$ cat config.mk
export PLATFORM = sky130hd
export DESIGN_NAME = alu_exec_ctrl
export DESIGN_NICKNAME = d
export VERILOG_FILES = /design/src/rtl/alu_exec_ctrl_pkg.sv /design/src/rtl/alu_exec_ctrl_flags.sv /design/src/rtl/alu_exec_ctrl.sv
export SDC_FILE = /design/constraint.sdc
export NUM_CORES = 1
export LEC_CHECK = 0
export BUFFER_PORTS_ARGS = -buffer_cell sky130_fd_sc_hd__buf_2
export CAP_MARGIN = 20
export CORE_ASPECT_RATIO = 1.4
export CORE_MARGIN = 5
export CORE_UTILIZATION = 37
export DETAILED_ROUTE_END_ITERATION = 7
export SLEW_MARGIN = 20
export SYNTH_ARGS = -nofsm -noshare
export SYNTH_HDL_FRONTEND = slang
export SYNTH_HIERARCHICAL = 1
export SYNTH_SLANG_ARGS = --single-unit
$ cat constraint.sdc
create_clock -name clk -period 7.5 [get_ports clk]
set_input_delay 1.125 -clock clk [delete_from_list [all_inputs] [get_ports clk]]
set_output_delay 1.125 -clock clk [all_outputs]
set_load 0.02 [all_outputs]
$ cat src/rtl/alu_exec_ctrl_pkg.sv
// Shared definitions for the ALU execute-stage sequencer.
//   - state_t      : sequencer states (IDLE / EXEC / WB_HI)
//   - OP_*         : 5-bit ALU opcode encodings; codes above OP_CPLF are undefined
//   - FLAG_*       : bit positions inside the 16-bit architectural flag register
//   - is_legal     : opcode has a defined operation
//   - uses_alu     : opcode needs the ALU (everything except LBL/LBH/MOV)
package alu_exec_ctrl_pkg;

    typedef enum logic [1:0] {
        ST_IDLE  = 2'd0,
        ST_EXEC  = 2'd1,
        ST_WB_HI = 2'd2
    } state_t;

    localparam logic [4:0] OP_ADD  = 5'd0;
    localparam logic [4:0] OP_SUB  = 5'd1;
    localparam logic [4:0] OP_MUL  = 5'd2;
    localparam logic [4:0] OP_DIV  = 5'd3;
    localparam logic [4:0] OP_NOT  = 5'd4;
    localparam logic [4:0] OP_AND  = 5'd5;
    localparam logic [4:0] OP_OR   = 5'd6;
    localparam logic [4:0] OP_XOR  = 5'd7;
    localparam logic [4:0] OP_INC  = 5'd8;
    localparam logic [4:0] OP_RR   = 5'd9;
    localparam logic [4:0] OP_RL   = 5'd10;
    localparam logic [4:0] OP_SETB = 5'd11;
    localparam logic [4:0] OP_CLRB = 5'd12;
    localparam logic [4:0] OP_CPLB = 5'd13;
    localparam logic [4:0] OP_LBL  = 5'd14;
    localparam logic [4:0] OP_LBH  = 5'd15;
    localparam logic [4:0] OP_MOV  = 5'd16;
    localparam logic [4:0] OP_CMP  = 5'd17;
    localparam logic [4:0] OP_SETF = 5'd18;
    localparam logic [4:0] OP_CLRF = 5'd19;
    localparam logic [4:0] OP_CPLF = 5'd20;

    localparam int FLAG_C   = 0;
    localparam int FLAG_V   = 1;
    localparam int FLAG_CMP = 2;
    localparam int FLAG_EQ  = 3;
    localparam int FLAG_IO  = 4;
    localparam int FLAG_P   = 5;
    localparam int FLAG_N   = 6;
    localparam int FLAG_Z   = 7;

    function automatic logic is_legal(input logic [4:0] opc);
        return (opc <= OP_CPLF);
    endfunction

    function automatic logic uses_alu(input logic [4:0] opc);
        return !((opc == OP_LBL) || (opc == OP_LBH) || (opc == OP_MOV));
    endfunction

endpackage

$ cat src/rtl/alu_exec_ctrl_flags.sv
// Architectural flag register.
// Ports:
//   clk, reset   : clock, asynchronous active-high reset (flags -> 0x0000)
//   we           : take next_in at the coming edge, otherwise hold
//   next_in      : candidate flags from the ALU
//   flags        : registered flag value
module alu_exec_ctrl_flags (
    input  logic        clk,
    input  logic        reset,
    input  logic        we,
    input  logic [15:0] next_in,
    output logic [15:0] flags
);

    logic [15:0] next_flags;

    always_comb begin
        next_flags = flags;
        if (we) begin
            next_flags = next_in;
        end
    end

    always_ff @(posedge clk or posedge reset) begin
        if (reset) begin
            flags <= 16'h0000;
        end else begin
            flags <= next_flags;
        end
    end

endmodule

$ cat src/rtl/alu_exec_ctrl.sv
// Execute-stage sequencer for the combinational ALU.
// Accepts one decoded op per handshake, holds it in operand latches that drive
// the ALU, owns the flag register and serialises results onto the single
// register-file write port (MUL / non-zero DIV take a second, high-half write).
// Ports:
//   clk, reset, flush                 : clock, async active-high reset, sync flush
//   in_valid/in_ready + in_*          : decoded op input handshake
//   alu_en, alu_opcode, alu_op1/2,
//   alu_bitpos, alu_imm, alu_flags    : drive the external ALU
//   alu_result_0/1, alu_next_flags    : ALU results
//   flags                             : architectural flag register
//   wb_en, wb_addr, wb_data           : register-file write port (registered)
//   illegal_op                        : one-cycle pulse for an undefined opcode
//   ops_retired                       : wrapping retired-op counter
//   fsm_state                         : current sequencer state (debug)
//
// Handshake: an op transfers at a rising edge where in_valid && in_ready and
// flush is low. in_ready depends only on state, never on in_valid; the source
// must hold its payload stable while in_valid is high and in_ready is low.
module alu_exec_ctrl
    import alu_exec_ctrl_pkg::*;
#(
    parameter int REG_ADDR_W = 3
) (
    input  logic                  clk,
    input  logic                  reset,
    input  logic                  flush,
    input  logic                  in_valid,
    output logic                  in_ready,
    input  logic [4:0]            in_opcode,
    input  logic [REG_ADDR_W-1:0] in_rd,
    input  logic [15:0]           in_op1,
    input  logic [15:0]           in_op2,
    input  logic [3:0]            in_bitpos,
    input  logic [7:0]            in_imm,
    output logic                  alu_en,
    output logic [4:0]            alu_opcode,
    output logic [15:0]           alu_op1,
    output logic [15:0]           alu_op2,
    output logic [3:0]            alu_bitpos,
    output logic [7:0]            alu_imm,
    output logic [15:0]           alu_flags,
    input  logic [15:0]           alu_result_0,
    input  logic [15:0]           alu_result_1,
    input  logic [15:0]           alu_next_flags,
    output logic [15:0]           flags,
    output logic                  wb_en,
    output logic [REG_ADDR_W-1:0] wb_addr,
    output logic [15:0]           wb_data,
    output logic                  illegal_op,
    output logic [15:0]           ops_retired,
    output logic [1:0]            fsm_state
);

    // Two-result op: needs a second writeback for the high half / remainder.
    // DIV by zero produces a single 0xFFFF result, so it is not two-result.
    function automatic logic is_tr(input logic [4:0] opc, input logic [15:0] op2);
        return (opc == OP_MUL) || ((opc == OP_DIV) && (op2 != 16'h0000));
    endfunction

    function automatic logic writes_reg(input logic [4:0] opc);
        logic w;
        case (opc)
            OP_ADD, OP_SUB, OP_MUL, OP_DIV, OP_NOT, OP_AND, OP_OR, OP_XOR,
            OP_INC, OP_RR, OP_RL, OP_SETB, OP_CLRB, OP_CPLB,
            OP_LBL, OP_LBH, OP_MOV: w = 1'b1;
            default:                w = 1'b0;
        endcase
        return w;
    endfunction

    state_t                state;
    state_t                state_nxt;

    logic [4:0]            opc_q;
    logic [REG_ADDR_W-1:0] rd_q;
    logic [15:0]           op1_q;
    logic [15:0]           op2_q;
    logic [3:0]            bitpos_q;
    logic [7:0]            imm_q;
    logic [15:0]           hi_q;

    logic                  accept;
    logic                  tr_op;
    logic                  exec_end;
    logic                  wb_lo;
    logic                  wb_hi;
    logic                  retire;
    logic                  flag_we;

    // Flush squashes every effect of the current cycle: the pending write,
    // the flag update, the retire and any new accept.
    always_comb begin
        tr_op     = is_tr(opc_q, op2_q);
        in_ready  = !((state == ST_EXEC) && tr_op);
        accept    = in_valid && in_ready && !flush;
        exec_end  = (state == ST_EXEC) && !flush;
        wb_lo     = exec_end && writes_reg(opc_q);
        wb_hi     = (state == ST_WB_HI) && !flush;
        retire    = (exec_end && !tr_op) || wb_hi;
        flag_we   = exec_end && is_legal(opc_q) && uses_alu(opc_q);

        state_nxt = state;
        case (state)
            ST_IDLE: begin
                if (accept) state_nxt = ST_EXEC;
            end
            ST_EXEC: begin
                if (tr_op)       state_nxt = ST_WB_HI;
                else if (accept) state_nxt = ST_EXEC;
                else             state_nxt = ST_IDLE;
            end
            ST_WB_HI: begin
                if (accept) state_nxt = ST_EXEC;
                else        state_nxt = ST_IDLE;
            end
            default: state_nxt = ST_IDLE;
        endcase
        if (flush) begin
            state_nxt = ST_IDLE;
        end
    end

    always_ff @(posedge clk or posedge reset) begin
        if (reset) begin
            state <= ST_IDLE;
        end else begin
            state <= state_nxt;
        end
    end

    always_ff @(posedge clk or posedge reset) begin
        if (reset) begin
            opc_q    <= '0;
            rd_q     <= '0;
            op1_q    <= '0;
            op2_q    <= '0;
            bitpos_q <= '0;
            imm_q    <= '0;
        end else if (accept) begin
            opc_q    <= in_opcode;
            rd_q     <= in_rd;
            op1_q    <= in_op1;
            op2_q    <= in_op2;
            bitpos_q <= in_bitpos;
            imm_q    <= in_imm;
        end
    end

    // Writeback port, illegal pulse, high-half holding register and counter.
    always_ff @(posedge clk or posedge reset) begin
        if (reset) begin
            wb_en       <= 1'b0;
            wb_addr     <= '0;
            wb_data     <= '0;
            illegal_op  <= 1'b0;
            hi_q        <= '0;
            ops_retired <= '0;
        end else begin
            wb_en      <= 1'b0;
            illegal_op <= 1'b0;
            if (wb_lo) begin
                wb_en   <= 1'b1;
                wb_addr <= rd_q;
                wb_data <= alu_result_0;
            end else if (wb_hi) begin
                wb_en   <= 1'b1;
                wb_addr <= rd_q + REG_ADDR_W'(1);
                wb_data <= hi_q;
            end
            if (exec_end && tr_op) begin
                hi_q <= alu_result_1;
            end
            if (exec_end && !is_legal(opc_q)) begin
                illegal_op <= 1'b1;
            end
            if (retire) begin
                ops_retired <= ops_retired + 16'd1;
            end
        end
    end

    alu_exec_ctrl_flags u_flags (
        .clk     (clk),
        .reset   (reset),
        .we      (flag_we),
        .next_in (alu_next_flags),
        .flags   (flags)
    );

    assign alu_en     = uses_alu(opc_q);
    assign alu_opcode = opc_q;
    assign alu_op1    = op1_q;
    assign alu_op2    = op2_q;
    assign alu_bitpos = bitpos_q;
    assign alu_imm    = imm_q;
    assign alu_flags  = flags;
    assign fsm_state  = state;

endmodule
After elaboration in Yosys (flattened, before gate mapping)
Memory sizes are Yosys's and may differ from the RTL's.
Index checks and enable logic that the tools add are counted.
- word-level logic and storage cells: 62
- output and inout bits: 122
- memory bits (read-only): 32
- bits of input ports: 104
- bits in registers: 123
- memories kept: 1
- $lt $le $gt $ge: 1
- add/subtract/negate cells: 2
- equal/unequal tests: 8
- multiplexer cells: 12
- reduce and logical (&&, ||, !) cells: 24
- memories (memory ; words ; width ; rd ports ; clocked after memory_dff ; write ports ; RTL line ; text):
    (name not given) ; 32 ; 1 ; 1 ; 0 ; 0 ; alu_exec_ctrl.sv:63 ; case (opc)
- operators with widths (kind ; number):
    16-bit 2-to-1 mux ; 2
    16-bit by 1-bit adder with 16-bit output (second input constant) ; 1
    16-bit nonzero test ; 1
    1-bit logical AND ; 12
    5-bit by 2-bit == test with 1-bit output (second input constant) ; 2
    5-bit by 4-bit == test with 1-bit output (second input constant) ; 2
    2-bit 2-to-1 mux ; 3
    3-bit 2-to-1 mux ; 2
    2-bit case mux with 3 select lines ; 1
    5-bit == test (second input constant) ; 1
    5-bit less-or-equal comparator (second input constant) ; 1
    1-bit logical NOT ; 5
    1-bit logical OR ; 4
    1-bit 2-to-1 mux ; 4
    3-bit by 1-bit adder with 3-bit output (second input constant) ; 1
    3-bit inequality test (second input constant) ; 1
    2-bit by 1-bit == test with 1-bit output (second input constant) ; 1
    2-bit == test (second input constant) ; 1
    2-bit logical NOT ; 1
    2-bit nonzero test ; 1

Depth between registers and ports, before layout
- word-level depth: 11
- mapped depth: 7

Modules after synthesis
Netlist, hierarchy kept.
- by module, submodules not included (module ; seq. area each (µm²) ; area each (µm²) ; instances ; cells each):
    alu_exec_ctrl ; 2677.6 ; 4501.8 ; 1 ; 353
    alu_exec_ctrl_flags ; 400.4 ; 653.1 ; 1 ; 35

Least setup slack after synthesis
No wires, ideal clock.
- path type: input -> register
- from: input flush
- to: register ops_retired[13]
- required time: 7.371 ns
- path buffers: 0
- arrival time: 2.490 ns
- slack: 4.881 ns
- stages: 5
- cells stage by stage: or3b_2 -> o21ba_2 -> o22ai_1 -> nand4_1 -> xnor2_1
- cells in the longest elaborated chain, start to end: 4
- elaborated cells on any way between the ends: 5
- classes of those cells: 5 x reduce/logical
- RTL lines (item ; RTL line ; text):
    start, declared ; alu_exec_ctrl.sv:27 ; input logic flush,
    1-bit logical NOT * ; alu_exec_ctrl.sv:97, alu_exec_ctrl.sv:99 ;
    1-bit logical AND ; alu_exec_ctrl.sv:97 ; exec_end = (state == ST_EXEC) && !flush;
    1-bit logical AND ; alu_exec_ctrl.sv:100 ; retire = (exec_end && !tr_op) || wb_hi;
    1-bit logical OR * ; alu_exec_ctrl.sv:100 ;
    end signal, assigned ; alu_exec_ctrl.sv:178 ; ops_retired <= ops_retired + 16'd1;
    end, declared ; alu_exec_ctrl.sv:51 ; output logic [15:0] ops_retired,
Every way passes the cells marked *; elsewhere a longest branch is shown, timed or not.
A chain may end at the register's enable or synchronous reset.

Worst setup path in the final report
- from: register op2_q[7], in the netlist alu_op2[7]
- to: output in_ready
- cells in the longest elaborated chain, start to end: 5
- RTL lines (item ; RTL line ; text):
    start, declared ; alu_exec_ctrl.sv:78 ; logic [15:0] op2_q;
    start signal, assigned ; alu_exec_ctrl.sv:144 ; op2_q <= in_op2;
    16-bit nonzero test ; alu_exec_ctrl.sv:58 ; return (opc == OP_MUL) || ((opc == OP_DIV) && (op2 != 16'h0000));
    1-bit logical AND ; alu_exec_ctrl.sv:58 ;
    1-bit logical OR ; alu_exec_ctrl.sv:58 ;
    1-bit logical AND ; alu_exec_ctrl.sv:95 ; in_ready = !((state == ST_EXEC) && tr_op);
    1-bit logical NOT ; alu_exec_ctrl.sv:95 ;
    end, declared ; alu_exec_ctrl.sv:29 ; output logic in_ready,
Every way passes these cells.

==> impl_metrics.yaml <==
timing:
  final.min_clock_period_ns: 3.16
  timing.final.crit_share_pct: 42.1
  max_freq_ghz: 0.316
  rsz0062_at_grt: "no"
  slew_headroom_pct: 28.6
  layout_setup_ws_ns: 4.34
  worst_slew_pin_slew_ns: 1.07
  tns_ns: 0
  whs_ns: 0.479
  maxSlewViolCount: 0
  setup_viol: 0
  hold_viol: 0
  skew_ns: 0.0121
synth:
  synthArstFlopShare_pct: 100
  synthFlopType: "dfrtp_1"
  synth_top_area_cell: "dfrtp_1"
  ys_seq_area_share_pct: 59.7
  yosysMostFrequentCell: "dfrtp_1"
  syn_inst: 388
  synth_area_um2: 5150
  synth_nets: 494
  ys_ff_latch: 123
  synth_top_area_share_pct: 59.7
  syn_avg_cell_area_um2: 13.3
  synth-edff-count: 0
  yosysWarnings: 6
  synth_area_leaders: "dfrtp_1, mux2_2, nand2_1"
  ys_top_cells_by_count: "dfrtp_1, mux2_2, nand2_1"
  ys_types: 41
placement:
  dpl.cell_count: 771
  place_ws_ns: 4.33
  hpwl_um: 9910
  port_buffers: 225
  place_congestion: 0.735
cts:
  cts_tree: "yes"
  cts_sinks: 123
  clockBufferDepth: 2
  clock-root-buffer: "clkbuf_16"
  numCtsBuffers: 17
  path_clk_slew_ns: 0.06
  post_cts_buffers: 0
  clock_latency_ns: 0.40
  cts_resized: 0
  postCtsHoldBufs: 0
  cts.htree.levels: 4
die:
  ios: 226
  die_h_um: 150
  coreArea_um2: 13800
  die_area_um2: 16400
  die_w_um: 110
  row_count: 51
  initial_utilization_pct: 37.4
route:
  via_per_inst: 4.74
  first_iter_violations: 91
  wl_per_cell_um: 16.5
  drt_wl_total_um: 13300
  drtAntennaViolNets: 0
  firstDrtPassIters: 4
  route.vias.total: 3798
  drc_errors: 0
global_routing:
  grt_pass1_wl_um: 20700
  grt_overflow: 0
  track_usage_pct: 16.3
  antenna_found_initial: 2
  grt_start_max_net_pins: 69
  grt_pass1_vias: 4044
worst_setup_path:
  path_cells: "nor4_1 > nand2_1 > o2111ai_2 > buf_2"
  max_stage_delay_ns: 0.43
  path_delay_family: "simple AND/OR/NAND/NOR gates"
  cp_max_fo: 5
  cpMaxStageDelayCell: "nor4_1"
  cp.arrival_ns: 2.04
  worst_setup_path_end_kind: "output port"
  required_ns: 6.38
  startpoint_type: "flip-flop"
  critical_path_class: "reg2out"
  critical_path_buf_inv_count: 1
flow_run:
  drv_cap: 0
finish:
  fin_cells: 802
  fin_nets: 711
  layout-drive-gt1-share_pct: 56.9
  diodes: 0
  syn_to_final_growth_pct: 35.1
status:
  outcome: "finished, final reports clean"
power:
  peakVddDrop_uv: 171
  power.density_nw_per_um2: 340
  power.leakage_nw: 3.53
hold_path:
  hold_path.class: "reg2reg"
path summary, 6_finish.rpt:
check / start / to / slack [ns] / cells past startpoint
max in group asynchronous: reset / alu_op2[9]$_DFFE_PP0N_ / 5.43 / 3
max: alu_op2[7]$_DFFE_PP0N_ / in_ready / 4.34 / 4
min: wb_data[8]$_DFFE_PP0P_ / wb_data[8]$_DFFE_PP0P_ / 0.48 / 2
min reg2reg: wb_data[8]$_DFFE_PP0P_ / wb_data[8]$_DFFE_PP0P_ / 0.48 / 2
min in group asynchronous: reset / alu_op2[11]$_DFFE_PP0N_ / 0.78 / 2
max reg2reg: alu_opcode[0]$_DFFE_PP0N_ / hi_q[10]$_DFFE_PP0P_ / 5.01 / 5
cell type report:
| type | count | area (µm²) |
|---|---|---|
| tap | 185 | 231 |
| clock inverter | 11 | 168 |
| inverter | 8 | 32.5 |
| sequential | 123 | 3080 |
| clock buffer | 20 | 467 |
| multi-input combinational | 226 | 1830 |
| timing repair buffer | 229 | 1160 |
| fill | 1296 | 6820 |
state kept, by name, indices dropped and copies added, names as in the netlist, 3 cells and up:
signal         count
alu_bitpos         4
alu_imm            8
alu_op1           16
alu_op2           16
alu_opcode         5
hi_q              16
ops_retired       16
rd_q               3
u_flags/flags     16
wb_addr            3
wb_data           16
routing by layer:
metal | vias up | wire, µm | global-route usage [%]
li1 | 1776 | - | -
met2 | 158 | 6700 | 27.6
met3 | 24 | 1240 | 6.56
met4 | 4 | 203 | 5.55
met5 | - | 20 | 0
met1 | 1836 | 5100 | 18.6
worst register-to-register path, delay by kind of cell (launching register included):
kind / cells / cell delay, ns
flops: 1 / 0.48
simple gates: 3 / 1.21
mux: 1 / 0.42
compound gates: 1 / 0.25
power breakdown:
part / switching [mW] / internal (mW) / leakage [nW]
clock: 0.289 / 0.580 / 0.308
sequential: 0.106 / 0.812 / 1.51
combinational: 0.340 / 0.242 / 1.71
through the flow:
step / area, µm² / utilization (%) / power, mW
2_1_floorplan: 5150 / - / 1.32
3_3_place_gp: 6330 / 45.9 / 1.50
3_5_place_dp: 6330 / 45.9 / 1.52
4_1_cts: 6970 / 50.5 / 2.41
5_1_grt: 6970 / 50.5 / 2.50
6_report: 6970 / 50.5 / 2.37
layout by cell type, fill, tap and decap left out, drive strengths merged:
cell type / n
xor2: 2
nand3: 7
nand4: 5
nor4b: 2
xnor2: 13
nand2: 48
o21a: 1
a211oi: 1
o21ba: 1
nor2b: 2
o21ai: 7
buf: 229
and3: 5
nor2: 5
o2111ai: 1
nor3b: 2
mux2: 82
inv: 8
ha: 2
and4: 3
clkinvlp: 2
o22ai: 1
dfrtp: 123
o22a: 1
a21boi: 1
a21oi: 4
clkbuf: 20
nor3: 3
bufinv: 4
a22oi: 17
clkinv: 5
nand2b: 3
o31ai: 1
nor4: 3
and2: 1
a31oi: 1
or3b: 1
logic make-up (layout without fill, tap and decap cells):
family          count (synthesis)  after routing  share of synthesized area (%)
simple gates                   90             90                           8.62
buf+inv                        39            268                           4.88
compound gates                 37             37                           5.12
xor+xnor                       15             15                           2.55
mux                            82             82                           18.6
fa+ha+maj                       2              2                          0.485
flops                         123            123                           59.7
(Power assumes the default switching activity.)
